File: src/rtl/dmem_wait_responder_if.sv
// Data-port handshake between the memory stage (master) and the data-memory responder (slave).
interface dmem_wait_responder_if;
  logic        req_i;
  logic        we_i;
  logic [31:0] addr_i;
  logic [31:0] wdata_i;
  logic        ready_o;
  logic [31:0] rdata_o;
  logic        err_o;
  logic        stall_o;

  modport master (
    output req_i, we_i, addr_i, wdata_i,
    input  ready_o, rdata_o, err_o, stall_o
  );

  modport slave (
    input  req_i, we_i, addr_i, wdata_i,
    output ready_o, rdata_o, err_o, stall_o
  );
endinterface

File: src/rtl/dmem_wait_responder.sv
// Word-addressed data RAM with a programmable wait-state count; misaligned and
// out-of-range accesses complete with an error response instead of aliasing.
module dmem_wait_responder #(
  parameter int DEPTH_WORDS = 64,
  parameter int WAIT_CYCLES = 2
) (
  input  logic                 clk,
  input  logic                 reset,
  dmem_wait_responder_if.slave bus
);
  localparam int AW = (DEPTH_WORDS > 1) ? $clog2(DEPTH_WORDS) : 1;

  typedef enum logic [1:0] {IDLE, WAIT, RESP, ERR} stateT;

  stateT          state;
  logic [3:0]     cnt;
  logic [AW-1:0]  addrQ;
  logic           weQ;
  logic [31:0]    wdataQ;
  logic           readyQ;
  logic           errQ;
  logic [31:0]    rdataQ;
  logic [31:0]    mem [DEPTH_WORDS];
  logic           badAddr;

  assign badAddr = (bus.addr_i[1:0] != 2'b00) ||
                   ({2'b00, bus.addr_i[31:2]} >= 32'(DEPTH_WORDS));

  assign bus.ready_o = readyQ;
  assign bus.err_o   = errQ;
  assign bus.rdata_o = rdataQ;
  assign bus.stall_o = ((state == IDLE) && bus.req_i) || (state == WAIT);

  // Outputs are registered on entry to RESP/ERR, so they are computed on the
  // transition edge rather than decoded from the current state.
  always_ff @(posedge clk or posedge reset) begin
    if (reset) begin
      state  <= IDLE;
      cnt    <= '0;
      addrQ  <= '0;
      weQ    <= 1'b0;
      wdataQ <= '0;
      readyQ <= 1'b0;
      errQ   <= 1'b0;
      rdataQ <= '0;
      for (int unsigned i = 0; i < unsigned'(DEPTH_WORDS); i++) begin
        mem[AW'(i)] <= '0;
      end
    end else begin
      readyQ <= 1'b0;
      errQ   <= 1'b0;
      case (state)
        IDLE: begin
          if (bus.req_i) begin
            addrQ  <= bus.addr_i[AW+1:2];
            weQ    <= bus.we_i;
            wdataQ <= bus.wdata_i;
            if (badAddr) begin
              state  <= ERR;
              readyQ <= 1'b1;
              errQ   <= 1'b1;
              rdataQ <= '0;
            end else if (WAIT_CYCLES == 0) begin
              state  <= RESP;
              readyQ <= 1'b1;
              if (!bus.we_i) rdataQ <= mem[bus.addr_i[AW+1:2]];
            end else begin
              cnt   <= 4'(WAIT_CYCLES - 1);
              state <= WAIT;
            end
          end
        end
        WAIT: begin
          if (cnt == 4'd0) begin
            state  <= RESP;
            readyQ <= 1'b1;
            if (!weQ) rdataQ <= mem[addrQ];
          end else begin
            cnt <= cnt - 4'd1;
          end
        end
        RESP: begin
          if (weQ) mem[addrQ] <= wdataQ;
          state <= IDLE;
        end
        ERR: begin
          state <= IDLE;
        end
        default: state <= IDLE;
      endcase
    end
  end
endmodule

File: src/flat_wrapper.sv
// flat-port wrapper written by rule: the top's interface ports become plain ports
module dmem_wait_responder_flat 
#(
  parameter int DEPTH_WORDS = 64,
  parameter int WAIT_CYCLES = 2
)
  (clk, reset, bus_req_i, bus_we_i, bus_addr_i, bus_wdata_i, bus_ready_o, bus_rdata_o, bus_err_o, bus_stall_o);
  dmem_wait_responder_if bus_i ();
  input  logic clk;
  input  logic reset;
  input wire logic [$bits(bus_i.req_i)-1:0] bus_req_i;
  input wire logic [$bits(bus_i.we_i)-1:0] bus_we_i;
  input wire logic [$bits(bus_i.addr_i)-1:0] bus_addr_i;
  input wire logic [$bits(bus_i.wdata_i)-1:0] bus_wdata_i;
  output wire logic [$bits(bus_i.ready_o)-1:0] bus_ready_o;
  output wire logic [$bits(bus_i.rdata_o)-1:0] bus_rdata_o;
  output wire logic [$bits(bus_i.err_o)-1:0] bus_err_o;
  output wire logic [$bits(bus_i.stall_o)-1:0] bus_stall_o;
  assign bus_i.req_i = bus_req_i;
  assign bus_i.we_i = bus_we_i;
  assign bus_i.addr_i = bus_addr_i;
  assign bus_i.wdata_i = bus_wdata_i;
  assign bus_ready_o = bus_i.ready_o;
  assign bus_rdata_o = bus_i.rdata_o;
  assign bus_err_o = bus_i.err_o;
  assign bus_stall_o = bus_i.stall_o;
  dmem_wait_responder #(.DEPTH_WORDS(DEPTH_WORDS), .WAIT_CYCLES(WAIT_CYCLES)) u_core (.clk(clk), .reset(reset), .bus(bus_i));
endmodule
File: config.mk
export PLATFORM = sky130hd
export DESIGN_NAME = dmem_wait_responder_flat
export DESIGN_NICKNAME = d
export VERILOG_FILES = /design/src/rtl/dmem_wait_responder_if.sv /design/src/rtl/dmem_wait_responder.sv /design/src/flat_wrapper.sv
export SDC_FILE = /design/constraint.sdc
export NUM_CORES = 2
export LEC_CHECK = 0
export BUFFER_PORTS_ARGS = -buffer_cell sky130_fd_sc_hd__clkbuf_2
export CORE_MARGIN = 5
export CORE_UTILIZATION = 40
export CTS_CLUSTER_DIAMETER = 80
export DETAILED_ROUTE_END_ITERATION = 16
export PLACE_DENSITY = 0.65
export SYNTH_ARGS = -nofsm -noshare
export SYNTH_HDL_FRONTEND = slang
export SYNTH_SLANG_ARGS = --single-unit
File: constraint.sdc
create_clock -name clk -period 73.7 [get_ports clk]
set_input_delay 11.055 -clock clk [delete_from_list [all_inputs] [get_ports clk]]
set_output_delay 11.055 -clock clk [all_outputs]
set_load 0.01 [all_outputs]
==> impl_metrics.toml <==
[die]
coreArea_um2 = 237000
fp-row-count = 179
die_area_um2 = 248000
die_x_um = 498
num_io_pins = 103
initial_utilization = 0.401
die_h_um = 498

[placed_design]
io_buffers = 102
post-place-ws_ps = 51210
gp_congestion = 0.785
dp_hpwl_um = 160000

[logic_synthesis]
synth_top_area_share = 0.559
ys_async_sr_fraction = 1.00
synth_edf_count = 0
synth_mux_area_frac = 0.307
syn-num-nets = 7020
synth-seq-area-share = 0.559
synth.avg_cell_area_um2 = 13.7
ys.flop_type = "dfrtp_1"
synthesis.instances = 6951
syn_area_um2 = 95200
ys_top_cells_by_area = "dfrtp_1, mux2_2, mux2i_1"
yosys.area_share.simple = 0.0228
yosys.area_share.xor_xnor = 0
synth_area_leader_cell = "dfrtp_1"
ys_types = 53
ys_seq_elements = 2127
ys.warnings.count = 0
synth_top_family_by_area = "multiplexers"
synth_compound_area_frac = 0.0790
yosysMostFrequentCell = "dfrtp_1"
synth_fa_ha_area_frac = 0.000131
yosys-top-cells-count = "dfrtp_1, mux2_2, mux2i_1"

[outcome]
status = "completed"

[finish]
fillers = 21096
syn_to_final_growth_pct = 11.6
drive_above_1_share = 0.423
final_nets = 6792

[clocking]
cts_tree = "yes"
worstSkewPairLatency_ps = 870
postCtsSetupRepairBufs = 0
clk_path_buf_depth = 3
cts_resized = 0
cts_hold_buf = 0
clock-root-buffer = "clkbuf_16"
cts_sinks = 2127
cts_max_level = 4
cts.clk_slew.worst_paths_ps = 60
cts_buffers = 216

[setup_path]
worst_r2r_endpoint = "u_core.bus.rdata_o[13]"
regToRegStartpoint = "u_core.addrQ[1]"
rr_worst_depth = 10
cp_max_fo = 3
worstPathRequired_ps = 62650
path_class = "primary input to output pin"
path_cells = "clkbuf_2 -> nor2_1 -> nor2_1 -> clkbuf_2"
critPathLaunchType = "primary input"
end_kind = "output pin"
max_stage_delay_ps = 140
slowest_stage = "clkbuf_2"
r2r_slack_ps = 67880
crit_end = "bus_stall_o"
startpoint = "bus_req_i"
crit_arrival_ps = 11440

[routing]
wire_per_inst_um = 27.4
ant_nets = 0
via_per_inst = 5.97
vias = 60123
first_pass_iters = 5
drtIter0Drc = 4731
routed_wl_um = 276000
drc = 0

[global_routing]
grt_pass1_vias = 63194
grt_pass1_wl_um = 416000
track_usage = 0.218
grt_max_degree = 181
antenna_found_initial = 7
overflow = 0

[power_and_ir_drop]
netSwitchingFraction = 0.353
p_int_mw = 2.38
p_seq_frac = 0.406
power.share.combinational = 0.280
clkPwrFrac = 0.315
ir_worst_vdd_mv = 0.0327
p_sw_mw = 1.29
leakagePower_nw = 50.7
powerDensity_nw_per_um2 = 34.6

[timing]
fmax_mhz = 44.5
period_share = 0.305
final_max_slew_viol_count = 0
slew_headroom = 0.147
skew_ps = 47.1
tightest_slew_ps = 1280
fin_hold_ws_ps = 478
fin_crit_ps = 22490
rsz0062_at_grt = "no"
finalHoldViolCount = 0
setup_viol = 0
worst_slack_ps = 51210
final.setup.tns_ps = 0

[min_path]
hold_path.class = "flop to flop"

[job]
maxCapViolCount = 0
-- cell families after synthesis --
kind of cell,Yosys count
AO/OA/AOI/OAI,1032
adder cells (fa/ha/maj),1
buffers and inverters,737
flip-flops,2127
multiplexers,2554
AND/OR/NAND/NOR,500
-- critical path: cells and delay by family --
kind / cells / cell delay (ps)
and+or+nand+nor: 2 / 140
buffers and inverters: 2 / 250
-- sequential cells by signal, summed over array words and instances (netlist names) --
name	count
u_core.addrQ	6
u_core.state	2
u_core.mem	2048
u_core.weQ	1
u_core.bus.ready_o	1
u_core.cnt	4
u_core.wdataQ	32
u_core.bus.rdata_o	32
u_core.bus.err_o	1
-- power by group through the flow --
stage	Combinational (mW)	Sequential (mW)	Clock, mW
2_1_floorplan	0.714	1.45	0
3_3_place_gp	0.998	1.49	0
3_5_place_dp	1.02	1.51	0
4_1_cts	1.02	1.49	1.18
5_1_grt	1.08	1.51	1.22
6_report	1.03	1.49	1.15
-- through the flow --
stage	util	cells	power, mW	instance area (µm²)
detailed placement	0.415	9672	2.53	98600
finish	0.447	10075	3.67	106000
CTS	0.447	10066	3.68	106000
global route	0.447	10068	3.82	106000
floorplan	-	6951	2.16	95200
global placement	0.415	9672	2.49	98600
-- per-layer routing --
layer,track usage,vias to the layer above,share of wire
met5,0,-,0.00014
met4,0.0764,6,0.037
met3,0.0345,510,0.053
met2,0.365,1739,0.49
met1,0.288,32536,0.42
li1,-,25332,-
-- final cells by class --
| type | instances | area [µm²] | share of cell area |
|---|---|---|---|
| inverter | 5 | 33.8 | 0.000318 |
| timing repair buffer | 286 | 1990 | 0.0188 |
| clock buffer | 309 | 6350 | 0.0598 |
| antenna | 9 | 22.5 | 0.000212 |
| sequential | 2127 | 53300 | 0.502 |
| tap | 3167 | 3960 | 0.0373 |
| multi-input combinational | 4087 | 39300 | 0.370 |
| clock inverter | 85 | 1200 | 0.0113 |
-- how the worst min path moves through the flow --
stage / slack (ps) / start / endpoint / depth (start not counted)
after floorplan: 470 / u_core.mem[1953] / u_core.mem[1953] / 1
after global placement: 460 / u_core.bus.rdata_o[19] / u_core.bus.rdata_o[19] / 2
after detailed placement: 470 / u_core.addrQ[4] / u_core.addrQ[4] / 2
after CTS: 480 / u_core.addrQ[4] / u_core.addrQ[4] / 2
after global routing: 510 / u_core.mem[1444] / u_core.mem[1444] / 1
final: 480 / u_core.addrQ[4] / u_core.addrQ[4] / 2
-- layout by cell type, fill, tap and decap left out, types with 54 or more instances in the layout --
cell type,n
mux2_2,2050
nor2_1,128
mux2i_1,418
o21ai_0,131
nand2_1,156
a221oi_1,302
clkbuf_2,102
buf_4,176
mux4_2,86
dfrtp_1,2092
nor3_1,54
o22ai_1,247
clkbuf_16,219
a22oi_1,167
(Power assumes the default switching activity.)
